`src/rtl/ex_alu_sequencer.sv`:
```
// EX-stage ALU control register plus an optional 32-cycle shift-add MULTU unit.
// Define MULT_EN to build the multiplier; without it MULTU decodes as illegal and hi/lo/stall stay 0.
module ex_alu_sequencer (
    input  logic        clk,
    input  logic        rst,
    input  logic        id_valid,
    input  logic [1:0]  id_alu_op,
    input  logic [5:0]  id_funct,
    input  logic [31:0] id_rs_val,
    input  logic [31:0] id_rt_val,
    input  logic        flush,
    output logic [2:0]  ex_alu_control,
    output logic        ex_valid,
    output logic        ex_illegal,
    output logic        stall,
    output logic        mult_done,
    output logic [31:0] hi,
    output logic [31:0] lo
);

    localparam logic [5:0] FUNCT_MULTU = 6'b011001;

    logic [2:0] dec_code;
    logic       dec_illegal;
    logic       is_multu;

    always_comb begin
        dec_code    = 3'b010;
        dec_illegal = 1'b0;
        is_multu    = 1'b0;
        case (id_alu_op)
            2'b01: dec_code = 3'b110;
            2'b10: begin
                case (id_funct)
                    6'b100000: dec_code = 3'b010;
                    6'b100010: dec_code = 3'b110;
                    6'b100100: dec_code = 3'b000;
                    6'b100101: dec_code = 3'b001;
                    6'b101010: dec_code = 3'b111;
`ifdef MULT_EN
                    FUNCT_MULTU: is_multu = 1'b1;
`endif
                    default: dec_illegal = 1'b1;
                endcase
            end
            default: dec_code = 3'b010;
        endcase
    end

    // Handshake: id_valid has no ready; stall is the only back-pressure and,
    // while high, the ID instruction is held upstream and EX receives bubbles.
    always_ff @(posedge clk) begin
        if (rst) begin
            ex_alu_control <= 3'b010;
            ex_valid       <= 1'b0;
            ex_illegal     <= 1'b0;
        end else if (stall) begin
            ex_valid   <= 1'b0;
            ex_illegal <= 1'b0;
        end else begin
            ex_alu_control <= dec_code;
            ex_valid       <= id_valid & ~flush & ~is_multu;
            ex_illegal     <= dec_illegal & id_valid & ~flush;
        end
    end

`ifdef MULT_EN
    typedef enum logic [1:0] {IDLE, BUSY, DONE} mult_state_t;

    mult_state_t state;
    logic [4:0]  count;
    logic [31:0] mcand;
    logic [31:0] acc_hi;
    logic [31:0] acc_lo;
    logic        done_q;
    logic [32:0] step_sum;
    logic        issue;

    // acc_lo starts as the multiplier and is shifted out as the product fills in.
    assign step_sum = {1'b0, acc_hi} + (acc_lo[0] ? {1'b0, mcand} : 33'd0);
    assign issue    = id_valid & is_multu & ~flush;

    always_ff @(posedge clk) begin
        if (rst) begin
            state  <= IDLE;
            count  <= 5'd0;
            mcand  <= 32'd0;
            acc_hi <= 32'd0;
            acc_lo <= 32'd0;
            hi     <= 32'd0;
            lo     <= 32'd0;
            done_q <= 1'b0;
        end else begin
            done_q <= 1'b0;
            case (state)
                IDLE, DONE: begin
                    if (issue) begin
                        state  <= BUSY;
                        count  <= 5'd0;
                        mcand  <= id_rs_val;
                        acc_hi <= 32'd0;
                        acc_lo <= id_rt_val;
                    end else begin
                        state <= IDLE;
                    end
                end
                BUSY: begin
                    if (flush) begin
                        state <= IDLE;
                    end else begin
                        acc_hi <= step_sum[32:1];
                        acc_lo <= {step_sum[0], acc_lo[31:1]};
                        count  <= count + 5'd1;
                        if (count == 5'd31) begin
                            state  <= DONE;
                            hi     <= step_sum[32:1];
                            lo     <= {step_sum[0], acc_lo[31:1]};
                            done_q <= 1'b1;
                        end
                    end
                end
                default: state <= IDLE;
            endcase
        end
    end

    assign stall     = (state == BUSY) & ~rst;
    assign mult_done = done_q & ~rst;
`else
    logic unused_operands;
    assign unused_operands = ^{id_rs_val, id_rt_val};
    assign stall     = 1'b0;
    assign mult_done = 1'b0;
    assign hi        = 32'd0;
    assign lo        = 32'd0;
`endif

endmodule

```
`config.mk`:
```
export PLATFORM = sky130hd
export DESIGN_NAME = ex_alu_sequencer
export DESIGN_NICKNAME = d
export VERILOG_FILES = /design/src/rtl/ex_alu_sequencer.sv
export SDC_FILE = /design/constraint.sdc
export NUM_CORES = 1
export LEC_CHECK = 0
export BUFFER_PORTS_ARGS = -buffer_cell sky130_fd_sc_hd__buf_2
export CORE_MARGIN = 4
export CORE_UTILIZATION = 26
export DETAILED_ROUTE_END_ITERATION = 6
export GPL_ROUTABILITY_DRIVEN = 0
export MAX_ROUTING_LAYER = met4
export PLACE_DENSITY = 0.93
export SKIP_CTS_REPAIR_TIMING = 1
export SLEW_MARGIN = 0
export SYNTH_ARGS = -nofsm -noshare
export SYNTH_HDL_FRONTEND = slang
export SYNTH_SLANG_ARGS = --single-unit
```
`constraint.sdc`:
```
create_clock -name clk -period 1.52 [get_ports clk]
set_input_delay 0.304 -clock clk [delete_from_list [all_inputs] [get_ports clk]]
set_output_delay 0.304 -clock clk [all_outputs]
set_load 0.02 [all_outputs]
```
==> impl_metrics.ini <==
[timing]
rsz0062_at_grt = false
finalSetupViolations = 0
period_minus_slack_ns = 1.24
fmax_mhz = 804
report.final.slew_viol_count = 0
worst_slack_ns = 0.276
hold_violations = 0
setup_tns_ns = 0
finalCritPeriodShare_pct = 81.8

[floorplan]
rows = 19
fp.dieH_microns = 62.3
core_area_sq_um = 2780
dieWidth_microns = 62.3
die_area_sq_um = 3880
initial_core_util_pct = 27.5
pin_count = 147

[outcome]
outcome = finished clean

[synth]
synth_compound_area_share_pct = 4.74
synth_mux_area_share_pct = 1.96
synthAdderAreaFrac_pct = 3.27
yosysWarnings = 0
synth_seq_cells = 5
ys_types = 18
syn_avg_cell_area_sq_um = 8.32
synthCells = 92
ys_seq_area_share_pct = 13.1
synth_top_family_by_area = buffers and inverters
synthXorXnorAreaFrac_pct = 0
yosys.area_share.simple_pct = 10.8
synth_area_sq_um = 766

[power_and_ir_drop]
leakage_uw = 0.000419
worst_ir_drop_vdd_mv = 0.402
total_power_uw = 495
power-per-cell-area_nw_per_um2 = 751

[cts]
cts_tree = yes
cts_num_sinks = 5
path_clk_slew_ns = 0.04
cts_buffers = 3
htreeDepth = 1
clk_path_buf_depth = 2
root_buffer = clkbuf_4

[route]
drc_errors = 0
drtIter0Drc = 14
drtAntennaViolNets = 0
dr_total_vias = 443
detail_route.wl_per_cell_microns = 7.58
wirelength_microns = 1080
post_drt_via_cell_ratio = 3.12
drtPass1Iterations = 4

[critical_path]
crit_buf_inv = 2
crit_type = in2reg
crit_family = simple AND/OR/NAND/NOR gates
path_max_fanout = 3
crit_slowest_cell = nor4b_1
worstPathArrival_ns = 1.43
end_kind = flop
required_ns = 1.70
start_kind = input port
crit_chain = buf_2 -> inv_1 -> ha_1 -> nor4b_1 -> a32o_1
max_stage_delay_ns = 0.44

[global_route]
grt_start_max_net_pins = 7
gr-usage-all-layers_pct = 4.15
grt_pass1_vias = 293
antenna_found_initial = 0
grt_pass1_wl_microns = 1240
overflow = 0

[layout]
fin_util_pct = 23.7
drive_gt1_share_pct = 18.9
syn_to_final_growth_pct = -13.9
fin_nets = 190
diodes = 0
fillCellCount = 302

[worst_hold_path]
hold_class = in2reg

[placement]
post-place-ws_ns = 0.0224
portBuffers = 16
dp_hpwl_microns = 966

[flow_run]
drv_cap = 0
==> final timing paths <==
check / end / start / cells after the start / slack (ns)
min: ex_valid / flush / 2 / 0.24
max: ex_alu_control[2] / id_alu_op[0] / 5 / 0.28
==> stage by stage <==
stage	cell area, sq um	hold slack (ns)	std cells
3_3_place_gp	633	0.486	138
6_report	659	0.238	142
4_1_cts	659	0.239	142
2_1_floorplan	1010	0.392	157
3_5_place_dp	633	0.492	138
5_1_grt	659	0.245	142
==> routing by layer <==
metal | part of all wire (%) | wire length, microns | GRT usage [%] | vias up
li1 | - | - | - | 203
met1 | 25 | 265 | 3.47 | 178
met2 | 45 | 485 | 6.87 | 60
met3 | 29 | 312 | 1.62 | 2
met4 | 1.1 | 12 | 3.98 | 0
met5 | 0 | 0 | - | -
==> placed cells by master, fill, tap and decap left out <==
master / Yosys / layout
clkbuf_1: 0 / 1
nand2b_1: 1 / 1
a31oi_1: 1 / 1
nor2b_1: 1 / 1
o311a_1: 1 / 1
and4bb_2: 1 / 1
nor3b_1: 2 / 2
inv_1: 2 / 2
nor2_1: 2 / 2
conb_1: 1 / 66
nor4_1: 1 / 1
mux2_4: 1 / 1
a32o_1: 1 / 1
clkbuf_4: 0 / 3
o211a_1: 1 / 1
dfxtp_1: 5 / 5
nor4bb_1: 2 / 2
buf_2: 0 / 16
ha_1: 2 / 2
nor4b_1: 1 / 1
==> final cells by class <==
type	count	area, sq um	area share [%]
inverter	2	7.51	1.14
tap	31	38.8	5.88
multi-input combinational	84	407	61.7
timing repair buffer	16	80.1	12.1
sequential	5	100	15.2
clock buffer	4	26.3	3.98
==> sequential cells by signal, indices dropped and copies added (netlist names) <==
register        count
ex_alu_control      3
ex_illegal          1
ex_valid            1
==> report_power, final <==
group / switching, uW / internal (uW) / total (uW)
clock: 53.7 / 99.2 / 153
combinational: 176 / 29.2 / 205
sequential: 0.691 / 136 / 137
==> Yosys cell counts (all sizes together) <==
library cell	count	area share, %
nor3b	2	2.0
conb	1	0.49
nor4	1	0.82
nor2b	1	0.82
inv	2	0.98
a32o	1	1.3
o311a	1	1.3
buf	66	65
nor2	2	0.98
o211a	1	1.3
dfxtp	5	13
and4bb	1	1.6
ha	2	3.3
nor4b	1	1.1
a31oi	1	0.82
nor4bb	2	2.6
mux2	1	2.0
nand2b	1	0.82
==> logic make-up after synthesis <==
logic type	Yosys count
DFF	5
AOI/OAI and AO/OA	4
adders and majority gates	2
other	1
muxes	1
and+or+nand+nor	11
buffers and inverters	68
Power figures use the tool's default switching activity.
